$ cat src/rtl/mem_access_guard_pkg.sv
`default_nettype none
// ============================================================================
// Module      : mem_guard_pkg
// Description : Access codes, CP0 exception codes and width/direction helpers
//               for the memory-stage address guard.
// Revision    : 1.0 - initial release
// ============================================================================
package mem_guard_pkg;

    localparam logic [3:0] LW  = 4'd0;
    localparam logic [3:0] SW  = 4'd1;
    localparam logic [3:0] LH  = 4'd2;
    localparam logic [3:0] LB  = 4'd3;
    localparam logic [3:0] LHU = 4'd4;
    localparam logic [3:0] LBU = 4'd5;
    localparam logic [3:0] SH  = 4'd6;
    localparam logic [3:0] SB  = 4'd7;
    localparam logic [3:0] NO  = 4'd8;

    localparam logic [4:0] EXC_ADEL = 5'd4;
    localparam logic [4:0] EXC_ADES = 5'd5;

    function automatic logic is_word(input logic [3:0] code);
        return (code == LW) || (code == SW);
    endfunction

    function automatic logic is_half(input logic [3:0] code);
        return (code == LH) || (code == LHU) || (code == SH);
    endfunction

    function automatic logic is_byte(input logic [3:0] code);
        return (code == LB) || (code == LBU) || (code == SB);
    endfunction

    function automatic logic is_store(input logic [3:0] code);
        return (code == SW) || (code == SH) || (code == SB);
    endfunction

    // Codes 8..15 are "no access" and fall through every class.
    function automatic logic is_load(input logic [3:0] code);
        return (code == LW) || (code == LH) || (code == LB) ||
               (code == LHU) || (code == LBU);
    endfunction

endpackage
`default_nettype wire

$ cat src/rtl/mem_access_guard_if.sv
`default_nettype none
// ============================================================================
// Module      : mem_access_guard_if
// Description : M-stage request, classification and CP0 exception-record
//               signals of the memory-stage address guard.
// Revision    : 1.0 - initial release
// ============================================================================
interface mem_access_guard_if #(
    parameter int NUM_DEV = 6,
    parameter int CNT_W   = 16
);
    logic                req_valid;
    logic                flush;
    logic [31:0]         addr;
    logic [3:0]          code;
    logic [31:0]         pc;
    logic [1:0]          addr_exc;
    logic [NUM_DEV-1:0]  dev_hit;
    logic                exc_valid;
    logic [4:0]          exc_code;
    logic [31:0]         bad_vaddr;
    logic [31:0]         exc_pc;
    logic                exc_ack;
    logic                exc_overflow;
    logic [CNT_W-1:0]    exc_count;
    logic                cnt_clr;

    // Pipeline and CP0 side.
    modport master (
        output req_valid, flush, addr, code, pc, exc_ack, cnt_clr,
        input  addr_exc, dev_hit, exc_valid, exc_code, bad_vaddr, exc_pc,
               exc_overflow, exc_count
    );

    // Guard side.
    modport slave (
        input  req_valid, flush, addr, code, pc, exc_ack, cnt_clr,
        output addr_exc, dev_hit, exc_valid, exc_code, bad_vaddr, exc_pc,
               exc_overflow, exc_count
    );
endinterface
`default_nettype wire

$ cat src/rtl/mem_region_match.sv
`default_nettype none
// ============================================================================
// Module      : mem_region_match
// Description : Inclusive unsigned address-window compare for one region.
// Revision    : 1.0 - initial release
// ============================================================================
module mem_region_match (
    input  wire logic [31:0] addr,
    input  wire logic [31:0] base,
    input  wire logic [31:0] last,
    output logic             hit
);
    assign hit = (addr >= base) && (addr <= last);
endmodule
`default_nettype wire

$ cat src/rtl/mem_access_guard.sv
`default_nettype none
// ============================================================================
// Module      : mem_access_guard
// Description : Classifies M-stage loads/stores against data memory and device
//               regions, captures the first fault for CP0, counts faults.
// Revision    : 1.0 - initial release
// ============================================================================
module mem_access_guard
    import mem_guard_pkg::*;
#(
    parameter int                      NUM_DEV       = 6,
    parameter logic [31:0]             DM_LAST       = 32'h0000_2FFF,
    parameter logic [32*NUM_DEV-1:0]   DEV_BASE      = {32'h7F40, 32'h7F38, 32'h7F34,
                                                        32'h7F2C, 32'h7F10, 32'h7F00},
    parameter logic [32*NUM_DEV-1:0]   DEV_LAST      = {32'h7F43, 32'h7F3F, 32'h7F37,
                                                        32'h7F33, 32'h7F2B, 32'h7F0B},
    parameter logic [NUM_DEV-1:0]      DEV_WORD_ONLY = 6'b000001,
    parameter int                      RO_NUM        = 2,
    parameter logic [32*RO_NUM-1:0]    RO_ADDR       = {32'h7F18, 32'h7F08},
    parameter int                      CNT_W         = 16
) (
    input  wire logic        clk,
    input  wire logic        reset_n,
    mem_access_guard_if.slave bus
);

    logic [NUM_DEV-1:0] w_raw_hit;
    logic [NUM_DEV-1:0] w_dev_hit;
    logic [RO_NUM-1:0]  w_ro_hit;
    logic               w_store;
    logic               w_active;
    logic               w_in_range;
    logic               w_misalign;
    logic               w_word_only;
    logic               w_fault;
    logic               w_ack;

    logic               r_exc_valid;
    logic [4:0]         r_exc_code;
    logic [31:0]        r_bad_vaddr;
    logic [31:0]        r_exc_pc;
    logic               r_exc_overflow;
    logic [CNT_W-1:0]   r_exc_count;

    for (genvar i = 0; i < NUM_DEV; i++) begin : g_region
        mem_region_match u_match (
            .addr (bus.addr),
            .base (DEV_BASE[32*i +: 32]),
            .last (DEV_LAST[32*i +: 32]),
            .hit  (w_raw_hit[i])
        );
    end

    for (genvar k = 0; k < RO_NUM; k++) begin : g_ro
        assign w_ro_hit[k] = (bus.addr[31:2] == RO_ADDR[32*k+2 +: 30]);
    end

    // Isolate the lowest set bit so overlapping regions report one index.
    assign w_dev_hit = bus.req_valid ? (w_raw_hit & ((~w_raw_hit) + NUM_DEV'(1)))
                                     : '0;

    assign w_store     = is_store(bus.code);
    assign w_active    = bus.req_valid && !bus.flush && (is_load(bus.code) || w_store);
    assign w_in_range  = (bus.addr <= DM_LAST) || (|w_raw_hit);
    assign w_misalign  = (is_word(bus.code) && (bus.addr[1:0] != 2'b00)) ||
                         (is_half(bus.code) && bus.addr[0]);
    assign w_word_only = (is_half(bus.code) || is_byte(bus.code)) &&
                         (|(w_raw_hit & DEV_WORD_ONLY));
    assign w_fault     = w_active && (!w_in_range || w_misalign || w_word_only ||
                                      (w_store && (|w_ro_hit)));
    assign w_ack       = bus.exc_ack && r_exc_valid;

    always_ff @(posedge clk or negedge reset_n) begin
        if (!reset_n) begin
            r_exc_valid    <= 1'b0;
            r_exc_code     <= 5'd0;
            r_bad_vaddr    <= 32'd0;
            r_exc_pc       <= 32'd0;
            r_exc_overflow <= 1'b0;
            r_exc_count    <= '0;
        end else begin
            if (w_fault) begin
                if (!r_exc_valid || w_ack) begin
                    r_exc_valid <= 1'b1;
                    r_exc_code  <= w_store ? EXC_ADES : EXC_ADEL;
                    r_bad_vaddr <= bus.addr;
                    r_exc_pc    <= bus.pc;
                end else begin
                    r_exc_overflow <= 1'b1;
                end
            end else if (w_ack) begin
                r_exc_valid <= 1'b0;
            end

            // Clear has priority over both the increment and a new overflow.
            if (bus.cnt_clr) begin
                r_exc_count    <= '0;
                r_exc_overflow <= 1'b0;
            end else if (w_fault && (r_exc_count != {CNT_W{1'b1}})) begin
                r_exc_count <= r_exc_count + CNT_W'(1);
            end
        end
    end

    assign bus.addr_exc     = w_fault ? {1'b1, w_store} : 2'b00;
    assign bus.dev_hit      = w_dev_hit;
    assign bus.exc_valid    = r_exc_valid;
    assign bus.exc_code     = r_exc_code;
    assign bus.bad_vaddr    = r_bad_vaddr;
    assign bus.exc_pc       = r_exc_pc;
    assign bus.exc_overflow = r_exc_overflow;
    assign bus.exc_count    = r_exc_count;

endmodule
`default_nettype wire

$ cat src/flat_wrapper.sv
// flat-port wrapper written by rule: the top's interface ports become plain ports
module mem_access_guard_flat import mem_guard_pkg::*;
#(
    parameter int                      NUM_DEV       = 6,
    parameter logic [31:0]             DM_LAST       = 32'h0000_2FFF,
    parameter logic [32*NUM_DEV-1:0]   DEV_BASE      = {32'h7F40, 32'h7F38, 32'h7F34,
                                                        32'h7F2C, 32'h7F10, 32'h7F00},
    parameter logic [32*NUM_DEV-1:0]   DEV_LAST      = {32'h7F43, 32'h7F3F, 32'h7F37,
                                                        32'h7F33, 32'h7F2B, 32'h7F0B},
    parameter logic [NUM_DEV-1:0]      DEV_WORD_ONLY = 6'b000001,
    parameter int                      RO_NUM        = 2,
    parameter logic [32*RO_NUM-1:0]    RO_ADDR       = {32'h7F18, 32'h7F08},
    parameter int                      CNT_W         = 16
)
  (clk, reset_n, bus_req_valid, bus_flush, bus_addr, bus_code, bus_pc, bus_exc_ack, bus_cnt_clr, bus_addr_exc, bus_dev_hit, bus_exc_valid, bus_exc_code, bus_bad_vaddr, bus_exc_pc, bus_exc_overflow, bus_exc_count);
  mem_access_guard_if #(.NUM_DEV(NUM_DEV), .CNT_W(CNT_W)) bus_i ();
  input  wire logic clk;
  input  wire logic reset_n;
  input wire logic [$bits(bus_i.req_valid)-1:0] bus_req_valid;
  input wire logic [$bits(bus_i.flush)-1:0] bus_flush;
  input wire logic [$bits(bus_i.addr)-1:0] bus_addr;
  input wire logic [$bits(bus_i.code)-1:0] bus_code;
  input wire logic [$bits(bus_i.pc)-1:0] bus_pc;
  input wire logic [$bits(bus_i.exc_ack)-1:0] bus_exc_ack;
  input wire logic [$bits(bus_i.cnt_clr)-1:0] bus_cnt_clr;
  output wire logic [$bits(bus_i.addr_exc)-1:0] bus_addr_exc;
  output wire logic [$bits(bus_i.dev_hit)-1:0] bus_dev_hit;
  output wire logic [$bits(bus_i.exc_valid)-1:0] bus_exc_valid;
  output wire logic [$bits(bus_i.exc_code)-1:0] bus_exc_code;
  output wire logic [$bits(bus_i.bad_vaddr)-1:0] bus_bad_vaddr;
  output wire logic [$bits(bus_i.exc_pc)-1:0] bus_exc_pc;
  output wire logic [$bits(bus_i.exc_overflow)-1:0] bus_exc_overflow;
  output wire logic [$bits(bus_i.exc_count)-1:0] bus_exc_count;
  assign bus_i.req_valid = bus_req_valid;
  assign bus_i.flush = bus_flush;
  assign bus_i.addr = bus_addr;
  assign bus_i.code = bus_code;
  assign bus_i.pc = bus_pc;
  assign bus_i.exc_ack = bus_exc_ack;
  assign bus_i.cnt_clr = bus_cnt_clr;
  assign bus_addr_exc = bus_i.addr_exc;
  assign bus_dev_hit = bus_i.dev_hit;
  assign bus_exc_valid = bus_i.exc_valid;
  assign bus_exc_code = bus_i.exc_code;
  assign bus_bad_vaddr = bus_i.bad_vaddr;
  assign bus_exc_pc = bus_i.exc_pc;
  assign bus_exc_overflow = bus_i.exc_overflow;
  assign bus_exc_count = bus_i.exc_count;
  mem_access_guard #(.NUM_DEV(NUM_DEV), .DM_LAST(DM_LAST), .DEV_BASE(DEV_BASE), .DEV_LAST(DEV_LAST), .DEV_WORD_ONLY(DEV_WORD_ONLY), .RO_NUM(RO_NUM), .RO_ADDR(RO_ADDR), .CNT_W(CNT_W)) u_core (.clk(clk), .reset_n(reset_n), .bus(bus_i));
endmodule
$ cat config.mk
export PLATFORM = sky130hd
export DESIGN_NAME = mem_access_guard_flat
export DESIGN_NICKNAME = d
export VERILOG_FILES = /design/src/rtl/mem_access_guard_pkg.sv /design/src/rtl/mem_access_guard_if.sv /design/src/rtl/mem_region_match.sv /design/src/rtl/mem_access_guard.sv /design/src/flat_wrapper.sv
export SDC_FILE = /design/constraint.sdc
export NUM_CORES = 1
export LEC_CHECK = 0
export ABC_CLOCK_PERIOD_IN_PS = 3150
export BUFFER_PORTS_ARGS = -buffer_cell sky130_fd_sc_hd__buf_2
export CAP_MARGIN = 20
export CORE_ASPECT_RATIO = 1.2
export CORE_MARGIN = 2
export CORE_UTILIZATION = 56
export CTS_BUF_LIST = sky130_fd_sc_hd__clkbuf_8
export CTS_CLUSTER_DIAMETER = 200
export DETAILED_ROUTE_END_ITERATION = 10
export PLACE_DENSITY_LB_ADDON = 0.3
export SYNTH_ARGS = -nofsm -noshare
export SYNTH_HDL_FRONTEND = slang
export SYNTH_HIERARCHICAL = 1
export SYNTH_SLANG_ARGS = --single-unit
$ cat constraint.sdc
create_clock -name clk -period 3.15 [get_ports clk]
set_clock_uncertainty 0.2 [all_clocks]
set_input_delay 0.315 -clock clk [delete_from_list [all_inputs] [get_ports clk]]
set_output_delay 0.315 -clock clk [all_outputs]
set_load 0.01 [all_outputs]
==> qor.yml, run 1 <==
error: "[ERROR GRT-0232] Routing congestion too high. Check the congestion heatmap in the GUI."
crit_endpoint: "u_core/bus.bad_vaddr[28]$_DFFE_PN0P_/D"
initial_utilization_pct: 57.4
synth_edf_count: 0
yosysSeqAreaShare_pct: 15.7
status: "stopped before the end"
yosys.area.top_type: "ha_1"
yosysUniqueCellTypes: 54
cts_sinks: 84
ys_async_sr_fraction_pct: 100
gr-usage-all-layers_pct: 71.4
dieHeight_microns: 173
grt_max_degree: 85
syn_inst: 1647
ys.flop_type: "dfrtp_1"
netlist_area_sq_um: 13400
avgSynthCellArea_sq_um: 8.11
failed_stage: "5_1_grt"
ys_top_cells_by_area: "ha_1, dfrtp_1, inv_1"
yosys_warnings: 6
dp_hpwl_microns: 32700
rows: 61
synth.top_cell.area_share_pct: 36.1
synth.top_cells.by_count: "inv_1, ha_1, a21oi_1, nand2_1, dfrtp_1"
die_width_microns: 145
post_dp_cell_area_sq_um: 17900
port_buffers: 165
globalRouteOverflowTotal: 342
ys_seq_elements: 84
yosysMostFrequentCell: "inv_1"
worstEndpointType: "sequential cell input"
root_buffer: "clkbuf_8"
htree_levels: 3
io_pins: 169
cts_buffers: 9
gp_congestion: 0.916
clk_path_buf_depth: 2
[what timing repair did]
action / CTS
hold endpoints to repair: 114
hold buffers: 31
setup endpoints to repair: 91
pin swaps: 39
setup buffers: 26
cloned: 8
gates resized for setup: 144
[metrics by stage]
step / cells / worst slack [ps] / hold slack (ps)
after floorplan: 2032 / -142 / -181
after global placement: 2718 / -1040 / 249
after detailed placement: 2718 / -1120 / 262
after CTS: 2797 / -576 / 1.11
[metal layers]
metal	overflow	track usage [%]
met2	194	91.7
met5	0	20.2
met1	4	68.5
met4	142	73.8
met3	2	54.5
[kinds of logic after synthesis]
| group | count (synthesis) | share of synthesized area [%] |
|---|---|---|
| other | 2 | 0.0562 |
| multiplexers | 68 | 5.72 |
| AND/OR/NAND/NOR | 362 | 15.1 |
| flip-flops | 84 | 15.7 |
| adder cells (fa/ha/maj) | 385 | 36.1 |
| buffers and inverters | 412 | 12.1 |
| AO/OA/AOI/OAI | 334 | 15.2 |
==> run 2: changes to the inputs <==
Settings changed: ABC_CLOCK_PERIOD_IN_PS 3150 to 4100, CORE_ASPECT_RATIO 1.2 to unset, CORE_UTILIZATION 56 to 40, CTS_BUF_LIST sky130_fd_sc_hd__clkbuf_8 to unset, CTS_CLUSTER_DIAMETER 200 to unset, PLACE_DENSITY_LB_ADDON 0.3 to 0.15.
Clock period 3.15 ns to 4.1 ns, I/O delays scaled along.
==> run 2 against run 1 <==
Synthesized area unchanged; synthesized cell count unchanged; the flow now finishes, with violations (hold timing).
==> qor.yml, run 2 <==
final_cells: 2781
critPathLaunch: "bus_addr[20]"
globalRouteOverflowTotal: 0
violations: "hold timing"
ys_top_cells_by_area: "ha_1, dfrtp_1, inv_1"
yosysUniqueCellTypes: 54
yosys.area.top_type: "ha_1"
clk_path_buf_depth: 2
synth-compound-area-share_pct: 15.2
cp_data_arrival_time_ps: 3350
grt_pass1_vias: 12400
multi_input_area_sq_um: 11400
timing.max_cap.violations: 0
drt_iter0_markers: 369
rows: 66
period_minus_slack_ps: 3960
drt_pre_antenna_iters: 5
design.core.area_sq_um: 32700
r2r_start: "u_core/bus.exc_count[0]$_DFFE_PN0P_"
grt_max_degree: 66
root_buffer: "clkbuf_16"
synthSimpleGateAreaFrac_pct: 15.1
utilization_pct: 55.1
dp_hpwl_microns: 31200
dp.cells: 2757
period_share_pct: 96.5
synth_top_family_by_area: "adder cells"
fillers: 3157
yosysSeqAreaShare_pct: 15.7
syn_inst: 1647
min_path_type: "in2async"
final_area_sq_um: 18000
drt_wl_total_microns: 36900
worst_ep_required_time_ps: 3490
routed_via_density: 4.57
cts_buffers: 9
netlist_area_sq_um: 13400
irDropWorstVdd_mv: 0.279
timing.rr.end: "u_core/bus.exc_count[15]$_DFFE_PN0P_"
setup_viol: 0
synth_mux_area_share_pct: 5.72
wl_per_cell_microns: 13.3
cts.clk_slew.worst_paths_ps: 70
area_delta_synth_final_pct: 34.9
r2r_cells: 6
tritoncts: "built"
synth.top_cells.by_count: "inv_1, ha_1, a21oi_1, nand2_1, dfrtp_1"
status: "complete, but fails checks"
leakage_nw: 9.92
layout-drive-gt1-share_pct: 19.2
grt_pass1_wl_microns: 60600
vias: 12700
regArea_sq_um: 2100
post_dp_cell_area_sq_um: 17300
htree_levels: 3
gp_congestion: 0.852
timing.hold.ws_ps: -27.3
final_cell_mix: "inv_1, conb_1, ha_1"
avgSynthCellArea_sq_um: 8.11
ant_nets: 0
yosys_warnings: 6
die_width_microns: 187
yosysMostFrequentCell: "inv_1"
initial_utilization_pct: 40.9
synth_edf_count: 0
clock_latency_ps: 340
r2r_slack_ps: 1570
gr-usage-all-layers_pct: 21.2
cp-end-kind: "primary output"
postLayoutSetupSlackWorst_ps: 143
synth.top_cell.area_share_pct: 36.1
crit_type: "in2out"
crit_fanout: 9
endpoint: "bus_addr_exc[1]"
port_buffers: 165
ys.flop_type: "dfrtp_1"
ys_async_sr_fraction_pct: 100
ys_seq_elements: 84
finalMaxSlewViolations: 0
mostFrequentLayoutCell: "inv_1"
die_area_sq_um: 34900
synthAdderAreaFrac_pct: 36.1
cts_hold_buf: 0
nNetsFinal: 2792
slew_headroom_pct: 44.1
power.density_nw_per_um2: 225
synth_xor_area_share_pct: 0
antenna_found_initial: 1
drcViolationCount: 0
start_kind: "input port"
cts_sinks: 84
io_pins: 169
worst_slew_pin_slew_ps: 838
hold_viol: 29
pre_cts_ws_ps: -154
dieHeight_microns: 187
max_freq_mhz: 253
[run 2: cell counts after synthesis]
No cell type changed its count.
[run 2: where the power goes]
group | total (W) | internal [W] | switching [W]
logic | 0.00204 | 0.000945 | 0.00109
clock network | 0.000792 | 0.000438 | 0.000354
registers | 0.00122 | 0.00109 | 0.000127
total | 0.00405 | 0.00248 | 0.00157
[run 2: cell families (layout without fill, tap and decap cells)]
group,count (synthesis),after routing
simple gates,362,362
compound gates,334,334
flops,84,84
other cells,2,388
fa+ha+maj,385,385
buf+inv,412,718
mux,68,68
[run 2: stage by stage]
step,hold slack (ps),total power (W),TNS [ps]
after detailed placement,259,0.00319,-9680
after CTS,12.8,0.00400,0
after floorplan,-85.6,0.00234,0
after global placement,251,0.00313,-11260
final,-27.3,0.00405,0
after global routing,43.7,0.00441,-17.4
[run 2: worst min path at each step]
| stage | cells after the start | slack [ps] | end |
|---|---|---|---|
| 2_1_floorplan | 0 | -90 | u_core/bus.bad_vaddr[0]$_DFFE_PN0P_ |
| 3_3_place_gp | 1 | 250 | u_core/bus.exc_code[2]$_DFFE_PN0P_ |
| 3_5_place_dp | 1 | 260 | u_core/bus.exc_code[2]$_DFFE_PN0P_ |
| 4_1_cts | 1 | 10 | u_core/bus.exc_count[1]$_DFFE_PN0P_ |
| 5_1_grt | 1 | 40 | u_core/bus.exc_count[6]$_DFFE_PN0P_ |
| 6_report | 1 | -30 | u_core/bus.exc_count[1]$_DFFE_PN0P_ |
[run 2: worst max-delay path: stages]
cell and delay, ps:
clkbuf_4 200, buf_12 170, ha_1 270, nand2_1 50
or4_4 540, nor3_4 170, a31oi_2 110, a311oi_2 300
nor2_1 110, buf_4 160, and3_1 170, o21ai_1 70
and3_4 230, buf_12 120, buf_12 110, inv_4 30
buf_6 110
[run 2: final cells by class]
cell class | instances | area share, %
Multi-Input combinational cell | 1536 | 63.3
Timing Repair Buffer | 308 | 12.1
Sequential cell | 84 | 11.7
Inverter | 394 | 8.22
Tap cell | 442 | 3.07
Clock buffer | 10 | 1.33
Clock inverter | 6 | 0.292
Antenna cell | 1 | 0.0139
[run 2: routing by layer]
metal	vias to the layer above	GRT usage (%)	routed length, microns
met5	-	0	0
li1	6757	-	-
met1	5768	25.9	16300
met2	135	40.3	19200
met4	0	4.43	615
met3	40	1.97	720
[run 2: repair_timing]
item | 4_1_cts | 5_1_grt
buffers inserted | 0 | 6
endpoints found under the setup margin | 2 | 41
gates resized for setup | 9 | 63
pin swaps | 1 | 22
gates cloned | 0 | 2
Note: power is estimated with default switching activity, not from simulation.
